### config.mk
export PLATFORM = sky130hd
export DESIGN_NAME = mux_scan_ctrl
export DESIGN_NICKNAME = d
export VERILOG_FILES = /design/src/rtl/mux_scan_ctrl.sv
export SDC_FILE = /design/constraint.sdc
export NUM_CORES = 1
export LEC_CHECK = 0
export CAP_MARGIN = 0
export CORE_MARGIN = 4
export CORE_UTILIZATION = 54
export CTS_BUF_LIST = sky130_fd_sc_hd__clkbuf_8 sky130_fd_sc_hd__clkbuf_16
export CTS_CLUSTER_SIZE = 24
export DETAILED_ROUTE_END_ITERATION = 10
export DONT_BUFFER_PORTS = 1
export GPL_TIMING_DRIVEN = 0
export PLACE_DENSITY = 0.78
export SKIP_LAST_GASP = 1
export SLEW_MARGIN = 15
export SYNTH_ARGS = -nofsm -noshare
export SYNTH_HDL_FRONTEND = slang
export SYNTH_SLANG_ARGS = --single-unit
### constraint.sdc
create_clock -name clk -period 1.2 [get_ports clk]
set_input_delay 0.36 -clock clk [delete_from_list [all_inputs] [get_ports clk]]
set_output_delay 0.36 -clock clk [all_outputs]
set_load 0.01 [all_outputs]
### src/rtl/mux_scan_ctrl.sv
// rtl/mux_scan_ctrl.sv - select sequencer that serialises a 16:1 mux output into strobes and a word
//
// Steps the mux select through every input index once per frame, holds each index for
// DWELL cycles, then samples mux_out. Each sample is emitted as a one-cycle strobe with
// its index, and is also written into the reassembled word.
//
// Parameters:
//   SEL_W      select width; N = 2**SEL_W inputs scanned per frame
//   DWELL      cycles sel is held per index before sampling (>= 1)
//   MSB_FIRST  0: scan 0..N-1, 1: scan N-1..0
//
// Ports:
//   clk        rising-edge clock
//   rst        synchronous active-high reset; aborts a frame without a done pulse
//   start      frame request, honoured only while idle
//   mux_out    mux output bit under control
//   pause      (MUX_SCAN_PAUSE_EN only) freezes an active scan
//   sel        registered mux select
//   busy       high from start acceptance until done is asserted
//   bit_valid  one-cycle strobe qualifying bit_data/bit_idx
//   bit_data   sampled mux_out
//   bit_idx    index bit_data was sampled at
//   word       reassembled word, word[i] = sample taken at sel=i
//   done       one-cycle pulse coincident with the last bit_valid
//
// Build option: define MUX_SCAN_PAUSE_EN to add the pause input.

module mux_scan_ctrl #(
    parameter int SEL_W     = 4,
    parameter int DWELL     = 1,
    parameter bit MSB_FIRST = 1'b0
) (
    input  logic                    clk,
    input  logic                    rst,
    input  logic                    start,
    input  logic                    mux_out,
`ifdef MUX_SCAN_PAUSE_EN
    input  logic                    pause,
`endif
    output logic [SEL_W-1:0]        sel,
    output logic                    busy,
    output logic                    bit_valid,
    output logic                    bit_data,
    output logic [SEL_W-1:0]        bit_idx,
    output logic [(2**SEL_W)-1:0]   word,
    output logic                    done
);

    localparam int N     = 2**SEL_W;
    localparam int CNT_W = (DWELL > 1) ? $clog2(DWELL) : 1;

    localparam logic [SEL_W-1:0] FIRST_IDX = MSB_FIRST ? SEL_W'(N-1) : '0;
    localparam logic [SEL_W-1:0] LAST_IDX  = MSB_FIRST ? '0 : SEL_W'(N-1);
    localparam logic [CNT_W-1:0] CNT_LAST  = CNT_W'(DWELL-1);

    typedef enum logic {
        IDLE = 1'b0,
        SCAN = 1'b1
    } state_t;

    state_t             state_q, state_d;
    logic [SEL_W-1:0]   sel_q, sel_d;
    logic [CNT_W-1:0]   cnt_q, cnt_d;
    logic               busy_q, busy_d;
    logic               bit_valid_q, bit_valid_d;
    logic               bit_data_q, bit_data_d;
    logic [SEL_W-1:0]   bit_idx_q, bit_idx_d;
    logic [N-1:0]       word_q, word_d;
    logic               done_q, done_d;
    logic               paused;

`ifdef MUX_SCAN_PAUSE_EN
    assign paused = pause;
`else
    assign paused = 1'b0;
`endif

    always_comb begin
        state_d     = state_q;
        sel_d       = sel_q;
        cnt_d       = cnt_q;
        busy_d      = busy_q;
        bit_valid_d = 1'b0;
        bit_data_d  = bit_data_q;
        bit_idx_d   = bit_idx_q;
        word_d      = word_q;
        done_d      = 1'b0;

        case (state_q)
            IDLE: begin
                if (start) begin
                    state_d = SCAN;
                    sel_d   = FIRST_IDX;
                    busy_d  = 1'b1;
                    cnt_d   = '0;
                    word_d  = '0;
                end
            end
            SCAN: begin
                // pause freezes sel and the dwell count, so no sample can fire
                if (!paused) begin
                    if (cnt_q == CNT_LAST) begin
                        cnt_d          = '0;
                        bit_valid_d    = 1'b1;
                        bit_data_d     = mux_out;
                        bit_idx_d      = sel_q;
                        word_d[sel_q]  = mux_out;
                        if (sel_q == LAST_IDX) begin
                            // sel holds at the last index; it never wraps mid-frame
                            done_d  = 1'b1;
                            busy_d  = 1'b0;
                            state_d = IDLE;
                        end else if (MSB_FIRST) begin
                            sel_d = sel_q - SEL_W'(1);
                        end else begin
                            sel_d = sel_q + SEL_W'(1);
                        end
                    end else begin
                        cnt_d = cnt_q + CNT_W'(1);
                    end
                end
            end
            default: state_d = IDLE;
        endcase
    end

    always_ff @(posedge clk) begin
        if (rst) begin
            state_q     <= IDLE;
            sel_q       <= '0;
            cnt_q       <= '0;
            busy_q      <= 1'b0;
            bit_valid_q <= 1'b0;
            bit_data_q  <= 1'b0;
            bit_idx_q   <= '0;
            word_q      <= '0;
            done_q      <= 1'b0;
        end else begin
            state_q     <= state_d;
            sel_q       <= sel_d;
            cnt_q       <= cnt_d;
            busy_q      <= busy_d;
            bit_valid_q <= bit_valid_d;
            bit_data_q  <= bit_data_d;
            bit_idx_q   <= bit_idx_d;
            word_q      <= word_d;
            done_q      <= done_d;
        end
    end

    assign sel       = sel_q;
    assign busy      = busy_q;
    assign bit_valid = bit_valid_q;
    assign bit_data  = bit_data_q;
    assign bit_idx   = bit_idx_q;
    assign word      = word_q;
    assign done      = done_q;

endmodule

==> out/results.md, run 1 <==
| Stage | Result | This run |
|:---|:---|:---|
| run status | Outcome | finished with violations |
| run status | Violations in the final reports | setup timing |
| detailed routing | Routed length on met1 | 1330 um |
| detailed routing | Uppermost routed layer | met4 |
| synthesis | Netlist Area Pre-Place | 1290 um2 |
| placed design | HPWL reported at the end of detailed placement | 2160 um |
| synthesis | Cell taking the most area after synthesis | sky130_fd_sc_hd__dfxtp_1 |
| clocking | Clk_lat worst skew | 0.29 ns |
| sta | Slew at the pin closest to its max-slew limit | 0.438 ns |
| clocking | Clock tree from TritonCTS | done |
| sta | Worst setup margin | -0.113 ns |
| sta | Final hold violations | 0 |
| sta | Slew Viols, Final | 0 |
| synthesis | Post-Synth Simple-Gate Area | 20.4% |
| clocking | Total CTS buffers | 5 |
| sta | Peak clock frequency supported by timing | 762 MHz |
| setup path | Required time worst endpoint | 1.35 ns |
| run | Max-cap violation count | 0 |
| synthesis | Portion of synthesized cell area occupied by the leading cell type | 45.1% |
| synthesis | Register bit total from synthesis | 29 |
| synthesis | Largest family of logic cells by synthesized area | simple AND/OR/NAND/NOR gates |
| power | Power Density | 1220 nW/um2 |
| die | Number of rows in the core area | 17 |
| detailed routing | Iter 0 DRT Violations | 46 |
| sta | Unrepaired setup endpoints after global routing | yes |
| clocking | Maximum number of buffers from clock root to sink | 2 |
| sta | Worst max-slew margin expressed relative to the limit | 70.8% |
| cells and area | Final design area excluding fillers | 1650 um2 |
| synthesis | Total number of yosys warnings | 0 |
| cells and area | Fin cells | 183 |
| synthesis | Share of the synthesized area in compound gates (AO/OA/AOI/OAI) | 19.8% |
| cells and area | Synth-to-Final Area Change | 28.4% |
| setup path | Type of element capturing the critical path | flop |
| detailed routing | Met3 wire length | 362 um |
| placed design | Placed Instances | 168 |
| synthesis | Synth Area in Adders | 3.89% |
| clocking | Clk Tree Root Cell | sky130_fd_sc_hd__clkbuf_8 |
| synthesis | Most frequently used flop master after synthesis | sky130_fd_sc_hd__dfxtp_1 |
| synthesis | Synth Net Count | 148 |
| sta | Final Critical Period | 1.31 ns |
| global route | Number of antenna violations at the first check in global routing | 0 |
| synthesis | Cell types occupying the most area after synthesis | sky130_fd_sc_hd__dfxtp_1, sky130_fd_sc_hd__nand4_1, sky130_fd_sc_hd__a21oi_1, sky130_fd_sc_hd__o211ai_1, sky130_fd_sc_hd__ha_1 |
| power | Worst vdd rail ir drop | 1.17 mV |
| power | Leak Pwr | 0.549 nW |
| global route | Via count of the first global-routing pass | 1184 |
| synthesis | Post-synthesis average cell area | 9.19 um2 |
| sta | Finish-stage setup viols | 3 |
| clocking | Sink Count | 29 |
| setup path | Critical Path Fanout Max | 7 |
| die | Width of the chip | 56.8 um |
| sta | Total negative slack for setup checks | -0.155 ns |
| detailed routing | Number of nets still failing antenna checks after routing | 0 |
| sta | Part of the cycle the worst path needs | 109% |
| synthesis | Share of flip-flops with an asynchronous set or reset | 0% |
| placed design | Cell Area, Placed | 1330 um2 |
| setup path | Kind of start point of the critical path | flop |
| die | Area of the die | 3230 um2 |
| detailed routing | Number of detailed-routing iterations run before antenna repair | 5 |
| synthesis | Number of synthesized flops with an enable pin | 0 |
| placed design | Final weighted congestion in routability-driven placement | 0.908 |
| cells and area | Fraction of final layout cells sized beyond drive strength 1 | 32.3% |
| die | Height of the chip | 56.8 um |
| hold path | Min-Delay Path Class | primary input to flop |
| hold path | Hold Crit Depth | 1 |
| detailed routing | Met2 Routed Length | 1770 um |
| synthesis | Post-synthesis cell type count | 29 |
| detailed routing | Overall routed net length | 3660 um |
| die | Number of I/O pins | 32 |
| detailed routing | Post-detailed-route wirelength per cell | 20.0 um |
| detailed routing | Average via count per standard cell | 6.80 |
| placed design | Count of port buffers added during placement | 0 |
| die | Effective utilization at floorplan | 57.6% |
| synthesis | Post-synthesis xor/xnor area fraction | 0% |
| detailed routing | DRC | 0 |
| global route | Total grt overflow | 0 |
| sta | Fin Clk Skew | 0.00486 ns |
| synthesis | Synthesized instance count | 140 |
| setup path | Worst Reg2Reg Path Length in Cells | 5 |
| clocking | H-tree levels | 2 |
| cells and area | Antenna Diode Count | 0 |
| global route | Maximum number of pins on one net before global-route repair | 11 |
| die | Area of the core | 2230 um2 |
| global route | Wire length of the first global-routing pass | 5530 um |
| setup path | Arrival time of data at the critical path endpoint | 1.47 ns |
| synthesis | Sequential cell area fraction in the yosys report | 45.1% |
| clocking | Clock transition at the register clock pins on the worst setup and hold paths after CTS | 0.06 ns |
| detailed routing | Via count of the routed design | 1244 |
| setup path | Critical setup path kind | flop to flop |
| global route | Total track usage | 22.4% |
| synthesis | Post-synthesis mux area share | 3.89% |
| cells and area | NumNets Final | 163 |
[where the power goes]
group          switching (W)  internal, W  total, W
clock network       0.000350     0.000445  0.000795
logic               0.000123    0.0000863  0.000210
registers          0.0000382     0.000975   0.00101
[cells in the final DEF, fill, tap and decap left out, types with 3 or more instances in the layout]
master / n
sky130_fd_sc_hd__dfxtp_4: 5
sky130_fd_sc_hd__nand4_1: 18
sky130_fd_sc_hd__mux2i_1: 4
sky130_fd_sc_hd__dfxtp_1: 24
sky130_fd_sc_hd__buf_4: 8
sky130_fd_sc_hd__o311ai_2: 3
sky130_fd_sc_hd__o211ai_1: 11
sky130_fd_sc_hd__a21oi_1: 18
sky130_fd_sc_hd__nor2_1: 9
sky130_fd_sc_hd__buf_2: 3
sky130_fd_sc_hd__clkbuf_8: 6
sky130_fd_sc_hd__buf_6: 6
sky130_fd_sc_hd__ha_4: 4
[sequential cells by signal, indices dropped and copies added, names as in the netlist]
register and flops:
bit_valid 1, sel 4, done 1, busy 1
word 16, bit_idx 4, state_q 1, bit_data 1
[final timing paths]
| path | start | end | slack, ns |
|---|---|---|---|
| setup / recovery | sel[0] | word[0] | -0.11 |
| hold reg to reg | busy | busy | 0.53 |
| hold / removal | rst | bit_valid | 0.17 |
| setup reg to reg | sel[0] | word[0] | -0.11 |
[cell families (layout without fill, tap and decap cells)]
group / after synthesis / count (layout)
and+or+nand+nor: 47 / 47
AOI/OAI and AO/OA: 40 / 40
DFF: 29 / 29
buffers and inverters: 15 / 30
muxes: 5 / 5
adders and majority gates: 4 / 4
[synth_stat cells, drive strengths merged (2+ instances only)]
master,count
and2b,3
nand3,2
ha,4
nand4,18
buf,11
nand2,6
nand2b,3
o211ai,11
nor2,10
a21oi,20
mux2i,5
dfxtp,29
o21ai,2
o311ai,4
inv,3
[metal layers]
layer | global-route usage (%) | vias to the layer above
met1 | 23.5 | 612
met3 | 11.3 | 17
li1 | - | 556
met5 | 0 | -
met4 | 10.6 | 0
met2 | 37.0 | 59
[critical path, cell delays in order (launching register included)]
cell,delay (ns)
sky130_fd_sc_hd__dfxtp_4,0.40
sky130_fd_sc_hd__inv_4,0.10
sky130_fd_sc_hd__ha_4,0.16
sky130_fd_sc_hd__nand2_4,0.07
sky130_fd_sc_hd__o311ai_2,0.33
sky130_fd_sc_hd__a21oi_1,0.11
[through the flow]
stage | total power [W] | worst slack [ns] | hold slack [ns] | util (%)
global route | 0.00210 | -0.156 | 0.163 | 73.9
CTS | 0.00200 | -0.0461 | 0.162 | 68.8
global placement | 0.00118 | -0.177 | 0.463 | 59.4
finish | 0.00202 | -0.113 | 0.170 | 73.9
detailed placement | 0.00118 | -0.207 | 0.461 | 59.4
floorplan | 0.00114 | -0.00444 | 0.451 | -
[final cells by class]
class	instances	area, um2
clock buffer	6	82.6
sequential	29	599
clock inverter	1	3.75
tap	28	35.0
timing repair buffer	9	71.3
buffer	11	82.6
multi-input combinational	96	761
fill	156	582
inverter	3	16.3
[timing repair]
action,in CTS,in global routing
endpoints found under the setup margin,21,25
pin swaps,10,10
resized for setup,26,20
hold buffers,0,0
setup buffers,3,6
Note: power is estimated with default switching activity, not from simulation.
==> run 2, diff against run 1 <==
Settings changed: TNS_END_PERCENT set to 30.
==> run 2 against run 1 <==
  * The flow still finishes with violations (setup timing)
  * Setup slack better by 0.078 ns
  * Via count down 7.9%
  * Sequential share of layout area up 1.7 points
  * Final cell count down 4.4%
  * Wire length down 9.3%
  * Sequential power about the same
  * Count of clock-buffer cells in the layout unchanged
  * Fmax up 6.3%
  * Combinational power down 11%
  * Utilization down 3.6 points
==> out/results.md, run 2 (synthesis gave the netlist of run 1 again) <==
| Stage | Result | This run | Change |
|:---|:---|:---|:---|
| sta | Part of the cycle the worst path needs | 103% | was 109% |
| die | Area of the core | 2230 um2 | unchanged |
| sta | Final hold violations | 0 | unchanged |
| detailed routing | Post-detailed-route wirelength per cell | 19.0 um | was 20.0 um |
| sta | Peak clock frequency supported by timing | 810 MHz | was 762 MHz |
| die | Effective utilization at floorplan | 57.6% | unchanged |
| sta | Worst max-slew margin expressed relative to the limit | 70.4% | was 70.8% |
| run | Max-cap violation count | 0 | unchanged |
| cells and area | NumNets Final | 155 | was 163 |
| global route | Total track usage | 21.7% | was 22.4% |
| clocking | Clk_lat worst skew | 0.28 ns | was 0.29 ns |
| run status | Violations in the final reports | setup timing | unchanged |
| sta | Finish-stage setup viols | 5 | was 3 |
| cells and area | Number of flip-flops under the largest register name | 16 | unchanged |
| detailed routing | DRC | 0 | unchanged |
| clocking | H-tree levels | 2 | unchanged |
| power | Worst vdd rail ir drop | 1.24 mV | was 1.17 mV |
| sta | Slew at the pin closest to its max-slew limit | 0.444 ns | was 0.438 ns |
| sta | Final Critical Period | 1.23 ns | was 1.31 ns |
| die | Height of the chip | 56.8 um | unchanged |
| hold path | Min-Delay Path Class | primary input to flop | unchanged |
| global route | Number of antenna violations at the first check in global routing | 0 | unchanged |
| clocking | Clk Tree Root Cell | sky130_fd_sc_hd__clkbuf_8 | unchanged |
| clocking | Sink Count | 29 | unchanged |
| clocking | Maximum number of buffers from clock root to sink | 2 | unchanged |
| global route | Maximum number of pins on one net before global-route repair | 11 | unchanged |
| detailed routing | Number of nets still failing antenna checks after routing | 0 | unchanged |
| run status | Outcome | finished with violations | unchanged |
| detailed routing | Via count of the routed design | 1146 | was 1244 |
| cells and area | Antenna Diode Count | 0 | unchanged |
| detailed routing | Average via count per standard cell | 6.55 | was 6.80 |
| global route | Wire length of the first global-routing pass | 5340 um | was 5530 um |
| setup path | Critical Path Fanout Max | 6 | was 7 |
| placed design | Placed Instances | 168 | unchanged |
| placed design | HPWL reported at the end of detailed placement | 2160 um | unchanged |
| clocking | Clock tree from TritonCTS | done | unchanged |
| setup path | Type of element capturing the critical path | flop | unchanged |
| cells and area | Fin cells | 175 | was 183 |
| detailed routing | Overall routed net length | 3320 um | was 3660 um |
| cells and area | Fraction of final layout cells sized beyond drive strength 1 | 26.5% | was 32.3% |
| cells and area | FILL cells | 173 | was 156 |
| setup path | Required time worst endpoint | 1.36 ns | was 1.35 ns |
| clocking | # hold bufs at CTS | 0 | unchanged |
| die | Width of the chip | 56.8 um | unchanged |
| power | Leak Pwr | 0.507 nW | was 0.549 nW |
| sta | Worst setup margin | -0.0343 ns | was -0.113 ns |
| clocking | Total CTS buffers | 5 | unchanged |
| die | Number of I/O pins | 32 | unchanged |
| placed design | Count of port buffers added during placement | 0 | unchanged |
| detailed routing | Number of detailed-routing iterations run before antenna repair | 4 | was 5 |
| power | Power Density | 1260 nW/um2 | was 1220 nW/um2 |
| setup path | Critical setup path kind | flop to flop | unchanged |
| cells and area | Most common library cell in the layout ignoring fill and taps | sky130_fd_sc_hd__dfxtp_1 | unchanged |
| setup path | Arrival time of data at the critical path endpoint | 1.39 ns | was 1.47 ns |
| die | Number of rows in the core area | 17 | unchanged |
| global route | Via count of the first global-routing pass | 1152 | was 1184 |
| placed design | Final weighted congestion in routability-driven placement | 0.908 | unchanged |
| sta | Slew Viols, Final | 0 | unchanged |
| sta | Hold Worst Slack | 0.176 ns | was 0.170 ns |
| sta | Fin Clk Skew | 0.00470 ns | was 0.00486 ns |
| setup path | Kind of start point of the critical path | flop | unchanged |
| clocking | Clock transition at the register clock pins on the worst setup and hold paths after CTS | 0.05 ns | was 0.06 ns |
| cells and area | Synth-to-Final Area Change | 22.2% | was 28.4% |
| placed design | Setup slack at placement | -0.207 ns | unchanged |
| sta | Total negative slack for setup checks | -0.0789 ns | was -0.155 ns |
| cells and area | Commonest cells after routing, fill and taps aside | sky130_fd_sc_hd__dfxtp_1, sky130_fd_sc_hd__a21oi_1, sky130_fd_sc_hd__nand4_1, sky130_fd_sc_hd__o211ai_1, sky130_fd_sc_hd__nor2_1 | unchanged |
| sta | Unrepaired setup endpoints after global routing | yes | unchanged |
| cells and area | Core occupancy in the finished layout | 70.4% | was 73.9% |
| global route | Total grt overflow | 0 | unchanged |
| die | Area of the die | 3230 um2 | unchanged |
| detailed routing | Iter 0 DRT Violations | 51 | was 46 |
[run 2: changes by cell type in the layout (fill, tap and decap cells not counted), sizes merged]
cell  delta
buf      -8
[run 2: critical path, stage by stage (launching register included)]
cell and delay [ns]:
sky130_fd_sc_hd__dfxtp_4 0.39, sky130_fd_sc_hd__inv_2 0.12, sky130_fd_sc_hd__ha_4 0.18, sky130_fd_sc_hd__nand2_4 0.07, sky130_fd_sc_hd__o311ai_2 0.25, sky130_fd_sc_hd__a21oi_1 0.10
[run 2: through the flow]
stage	total power, W	cell area, um2
finish	0.00198	1570
global route	0.00208	1570
CTS	0.00199	1520
detailed placement	0.00118	1330
global placement	0.00118	1330
floorplan	0.00114	1290
[run 2: layer usage]
metal / part of all wire [%] / vias to the layer above / GRT usage (%)
met4: 2.0 / 0 / 9.93
met2: 50 / 47 / 36.6
met5: 0 / - / 0
met3: 8.0 / 7 / 11.3
met1: 40 / 551 / 22.1
li1: - / 541 / -
[run 2: layout make-up]
type	count	area, um2	area share (%)
buffer	11	75.1	4.78
clock buffer	6	82.6	5.25
clock inverter	1	3.75	0.239
inverter	3	13.8	0.876
multi-input combinational	96	753	47.9
sequential	29	597	38.0
tap	28	35.0	2.23
timing repair buffer	1	11.3	0.717
[run 2: path summary, 6_finish.rpt]
| kind | from | end | slack (ns) | depth (start not counted) |
|---|---|---|---|---|
| setup / recovery | sel[1] | word[0] | -0.03 | 5 |
| hold / removal | rst | bit_valid | 0.18 | 1 |
| setup reg to reg | sel[1] | word[0] | -0.03 | 5 |
| hold reg to reg | word[2] | word[2] | 0.54 | 2 |
[run 2: power by group]
group          leakage (nW)  switching, W  internal, W  total [W]
Combinational         0.220      0.000116    0.0000712   0.000187
Clock                0.0485      0.000333     0.000444   0.000778
Sequential            0.238     0.0000365     0.000978    0.00101
Total                 0.507      0.000485      0.00149    0.00198
[run 2: repair_timing]
action / CTS / global route
resized for setup: 23 / 16
endpoints found under the setup margin: 21 / 25
buffers inserted: 1 / 0
pin swaps: 7 / 9
